File: src/rtl/irq_timer.sv
// Memory-mapped countdown timer with one-shot and auto-reload modes.
// irq is a registered output derived from next-state values, so it has no bus-to-output combinational path.
module irq_timer #(
    parameter int unsigned CNT_WIDTH = 32
) (
    input  logic        clk,
    input  logic        reset,
    input  logic [31:0] addr,
    input  logic        we,
    input  logic [31:0] wdata,
    output logic [31:0] rdata,
    output logic        irq
);

    typedef enum logic [1:0] {IDLE, LOAD, CNT, INT} state_t;

    state_t                 state;
    logic                   en;
    logic                   im;
    logic [1:0]             mode;
    logic [CNT_WIDTH-1:0]   preset;
    logic [CNT_WIDTH-1:0]   count;
    logic                   irq_flag;

    logic                   wr_ctrl;
    logic                   wr_preset;
    logic                   auto_reload;
    logic                   cnt_done;
    logic                   en_next;
    logic                   im_next;
    logic [1:0]             mode_next;
    logic                   flag_next;

    logic                   unused_addr;
    assign unused_addr = ^{addr[31:4], addr[1:0]};

    always_comb begin
        wr_ctrl     = we && (addr[3:2] == 2'd0);
        wr_preset   = we && (addr[3:2] == 2'd1);
        auto_reload = (mode == 2'd1);
        cnt_done    = (state == CNT) && en && (count <= CNT_WIDTH'(1));

        en_next   = en;
        mode_next = mode;
        im_next   = im;
        if (wr_ctrl) begin
            en_next   = wdata[0];
            mode_next = wdata[2:1];
            im_next   = wdata[3];
        end else if ((state == INT) && !auto_reload) begin
            en_next = 1'b0;
        end

        // A CTRL write acknowledges only when IM stays set; masking or unmasking keeps the flag.
        flag_next = irq_flag;
        if (cnt_done) begin
            flag_next = 1'b1;
        end else if ((state == INT) && auto_reload) begin
            flag_next = 1'b0;
        end else if (wr_preset || (wr_ctrl && im && wdata[3])) begin
            flag_next = 1'b0;
        end
    end

    always_comb begin
        rdata = '0;
        case (addr[3:2])
            2'd0:    rdata = {28'd0, im, mode, en};
            2'd1:    rdata = 32'(preset);
            2'd2:    rdata = 32'(count);
            default: rdata = '0;
        endcase
    end

    always_ff @(posedge clk or negedge reset) begin
        if (!reset) begin
            state    <= IDLE;
            en       <= 1'b0;
            im       <= 1'b0;
            mode     <= 2'd0;
            preset   <= '0;
            count    <= '0;
            irq_flag <= 1'b0;
            irq      <= 1'b0;
        end else begin
            en       <= en_next;
            mode     <= mode_next;
            im       <= im_next;
            irq_flag <= flag_next;
            irq      <= flag_next & im_next;
            if (wr_preset) begin
                preset <= wdata[CNT_WIDTH-1:0];
            end
            case (state)
                IDLE: begin
                    if (en) begin
                        state <= LOAD;
                    end
                end
                LOAD: begin
                    count <= preset;
                    state <= CNT;
                end
                CNT: begin
                    if (!en) begin
                        state <= IDLE;
                    end else if (count <= CNT_WIDTH'(1)) begin
                        count <= '0;
                        state <= INT;
                    end else begin
                        count <= count - CNT_WIDTH'(1);
                    end
                end
                INT: begin
                    state <= auto_reload ? LOAD : IDLE;
                end
                default: state <= IDLE;
            endcase
        end
    end

endmodule

File: config.mk
export PLATFORM = sky130hd
export DESIGN_NAME = irq_timer
export DESIGN_NICKNAME = d
export VERILOG_FILES = /design/src/rtl/irq_timer.sv
export SDC_FILE = /design/constraint.sdc
export NUM_CORES = 1
export LEC_CHECK = 0
export CORE_MARGIN = 2
export CORE_UTILIZATION = 44
export DETAILED_ROUTE_END_ITERATION = 8
export MAX_ROUTING_LAYER = met4
export PLACE_DENSITY_LB_ADDON = 0.2
export SYNTH_ARGS = -nofsm -noshare
export SYNTH_HDL_FRONTEND = slang
export SYNTH_SLANG_ARGS = --single-unit
export TNS_END_PERCENT = 50
File: constraint.sdc
create_clock -name clk -period 3.35 [get_ports clk]
set_clock_uncertainty 0.1 [all_clocks]
set_input_delay 0.8375 -clock clk [delete_from_list [all_inputs] [get_ports clk]]
set_output_delay 0.8375 -clock clk [all_outputs]
set_load 0.02 [all_outputs]
Yosys cells after proc, flatten, opt, wreduce, memory -nomap -nowiden --
Index checks and enable logic that the tools add are counted.
Word-level totals: output and inout port bits 33, input bits 67, bits in registers 72, logic and storage cells 51
Operators by class: multiplexer cells 15, bitwise operators 1, $add $sub $neg 1, $lt $le $gt $ge 1, eq/ne operators 9, reduce and logical (&&, ||, !) cells 16
Operators with widths (number):
- $pmux W32 S3 | 1
- $mux W32 | 2
- $pmux W32 S2 | 1
- $le A32 B1 Y1 const B | 1
- $sub A32 B1 Y32 const B | 1
- $logic_and A1 B1 Y1 | 8
- $pmux W2 S4 | 1
- $mux W1 | 7
- $eq A2 B1 Y1 const B | 3
- $eq A2 B2 Y1 const B | 3
- $mux W2 | 3
- $logic_not A2 Y1 | 2
- $ne A2 B2 Y1 const B | 2
- $reduce_and A2 Y1 | 2
- $reduce_bool A2 Y1 | 2
- $ne A3 B2 Y1 const B | 1
- $and A1 B1 Y1 | 1
- $logic_not A1 Y1 | 1
- $logic_or A1 B1 Y1 | 1

Depth between registers and ports, before layout --
depth in word-level cells 9, mapped depth 7, mapped depth without buffers 7

Worst setup path before layout --
OpenSTA, ideal clock, no wires.
path kind in2out, start input addr[2], end output rdata[10], stages on the path 5, required time 2.413 ns, slack 0.284 ns, arrival 2.129 ns, cell sequence clkbuf_1 nor2b_1 clkbuf_1 clkbuf_1 a22o_1
On the way: longest elaborated chain between the ends 2, elaborated cells on any way between the ends 4, those cells by class eq/ne (2); mux (1); reduce/logical (1)
RTL lines:
- start: declaration | RTL line 8 | input logic [31:0] addr,
- $eq A2 B2 Y1 (tied with other cells) | RTL line 67 | case (addr[3:2])
- $pmux W32 S3 * | RTL line 67
- end: declaration | RTL line 11 | output logic [31:0] rdata,
Every way passes the cells marked *; elsewhere a longest branch is shown, timed or not.

Worst setup path after layout --
start input addr[3], end output rdata[13]
The elaborated chain is that of the path after synthesis.

==> impl_metrics.tcl <==
set metrics [dict create \
    status "finished, final reports clean" \
    finalWirelength_mm 10.62 \
    clock_latency_ns 0.36 \
    die_y_um 98.92 \
    io_pins 100 \
    cts_root_buffer "clkbuf_8" \
    slew_headroom_pct 49.22 \
    r2r_end "count[20]" \
    place_inst 554 \
    hold_viol 0 \
    netlist_instances 388 \
    max_cap_violations 0 \
    crit_path_max_incr_delay_ns 0.53 \
    path_class "input pin to output port" \
    synth-async-reset-ratio_pct 100.0 \
    n_fill_cell 765 \
    drc 0 \
    first_iter_violations 224 \
    rsz0062_at_grt "false" \
    slowest_stage "clkdlybuf4s50_1" \
    max_clock_freq_mhz 306.4 \
    cp_num_buf_inv 3 \
    r2r_cells 5 \
    synth.most_common_cell "dfrtp_1" \
    syn_area_per_cell_um2 10.22 \
    num_rows 34 \
    area_growth_pct 26.48 \
    viasPerCell 6.158 \
    arrival_ns 2.33 \
    endpoint_kind "output port" \
    synth_area_leader_cell "dfrtp_1" \
    slew_viol_final 0 \
    p_per_area_mw_per_mm2 735.1 \
    grt_overflow_total 0 \
    finalWeightedCongestion 0.8462 \
    path_delay_family "buffers and inverters" \
    synth_edf_count 0 \
    stdcell_count 570 \
    hp-class "input pin to asynchronous set/reset pin" \
    yosysWarnings 0 \
    antenna_found_initial 0 \
    syn_area_mm2 0.003964 \
    wire_per_inst_um 18.63 \
    layout_setup_ws_ns 0.08616 \
    syn_nets 457 \
    hpwl_mm 7.135 \
    start_kind "input pin" \
    grt_pass1_vias 3527 \
    htree_levels 3 \
    final-setup-viol-count 0 \
    fin_nets 526 \
    synthFlopType "dfrtp_1" \
    final.min_clock_period_ns 3.264 \
    grt_use_total_pct 23.41 \
    synthDominantCellAreaShare_pct 45.45 \
    path_cells "clkdlybuf4s50_1 > nor2b_2 > buf_4 > a22o_1 > dlygate4sd2_1" \
    diodes 0 \
    rr_startpoint "count[5]" \
    clock_path_buffers 2 \
    synthTopCellsByArea "dfrtp_1 45%, mux2_2 9.9%, a22o_1 8.4%" \
    first_pass_iters 5 \
    r2r_slack_ns 0.45 \
    num_vias 3510 \
    grt_max_degree 34 \
    synthDistinctLibCells 48 \
    clk_pin_slew_ns 0.08 \
    regArea_mm2 0.001802 \
    yosys-top-cells-count "72 x dfrtp_1, 38 x a22o_1, 35 x mux2_2" \
    coreArea_mm2 0.008721 \
    start_util_pct 45.45 \
    pre_cts_ws_ns -0.2021 \
    post_cts_buffers 0 \
    ys_seq_area_share_pct 45.45 \
    port-buffer-count 69 \
    grt_pass1_wl_mm 17.78 \
    die_area_mm2 0.009784 \
    cts_made_buffers 9 \
    tightest_slew_ns 0.7617 \
    p_leak_nw 2.136 \
    cp.required_ns 2.41 \
    synth_seq_cells 72 \
    fp.dieW_um 98.92 \
    cp_max_fo 12 \
    cts_tree "yes" \
    fin_crit_sh_pct 97.43 \
    multiInputGateArea_mm2 0.002029 \
    cts_sinks 72 \
    ir_drop_v 0.0003376 \
    postRouteAntennaNets 0 \
    final_layout_size_suffix_gt1_share_pct 17.75 \
    holdWs_ns 0.3848 \
]
## registers in the layout, summed over array words and instances, names as in the netlist
| register | count |
|---|---|
| count | 32 |
| mode | 2 |
| en | 1 |
| irq_flag | 1 |
| im | 1 |
| irq | 1 |
| state | 2 |
| preset | 32 |
## how the worst max path moves through the flow
stage | start | end | slack [ns] | depth (start not counted)
after floorplan | addr[2] | rdata[10] | 0.28 | 5
after global placement | addr[3] | rdata[13] | -0.20 | 5
after detailed placement | addr[3] | rdata[13] | -0.20 | 5
after CTS | addr[3] | rdata[13] | 0.07 | 5
after global routing | addr[3] | rdata[13] | 0.0008 | 5
final | addr[3] | rdata[13] | 0.09 | 5
## layout by cell type (no fill, tap or decap), types with 15 or more instances in the layout
cell type        Yosys  routed
nor2_1              15      15
nand2_1             27      27
mux2_2              35      35
dlygate4sd2_1        0      32
a22o_1              38      38
o21ai_0             34      34
nor4_1              17      17
clkdlybuf4s50_1      0      36
dfrtp_1             72      72
buf_4                0      15
## layer usage
metal,GRT usage [%],share of wire [%],up-vias
met5,-,0,-
met4,8.325,1.8,0
met3,3.546,4.8,14
met2,36.02,45,122
met1,31.63,48,1736
li1,-,-,1638
## report_power, final
| group | internal [mW] | switching [mW] |
|---|---|---|
| Sequential | 1.15 | 0.343 |
| Clock | 0.382 | 0.342 |
| Combinational | 0.677 | 0.789 |
| Total | 2.21 | 1.47 |
## cell type report
cell class                 count  share of cell area [%]
clock inverter                 5                   1.098
multi-input combinational    281                   40.48
timing repair buffer          87                   16.32
inverter                       6                  0.4492
sequential                    72                   35.94
tap                          108                   2.695
clock buffer                  11                   3.020
## timing repair
item / CTS / global route
resized for setup: 32 / 0
setup endpoints to repair: 32 / 0
hold endpoints to repair: 0 / 0
hold buffers: 0 / 0
## metrics by stage
step	power [mW]	TNS [ns]	utilization (%)	cell area, µm²
floorplan	2.461	0	-	3964
detailed placement	3.010	-5.191	55.58	4847
CTS	3.681	0	57.49	5014
global route	3.937	0	57.49	5014
finish	3.686	0	57.49	5014
global placement	2.965	-5.159	55.58	4847
## logic make-up after synthesis
kind of cell | share of synthesized area, %
AOI/OAI and AO/OA | 23.45
buffers and inverters | 3.598
DFF | 45.45
adders and majority gates | 0.6312
muxes | 10.95
and+or+nand+nor | 15.91
(Power assumes the default switching activity.)
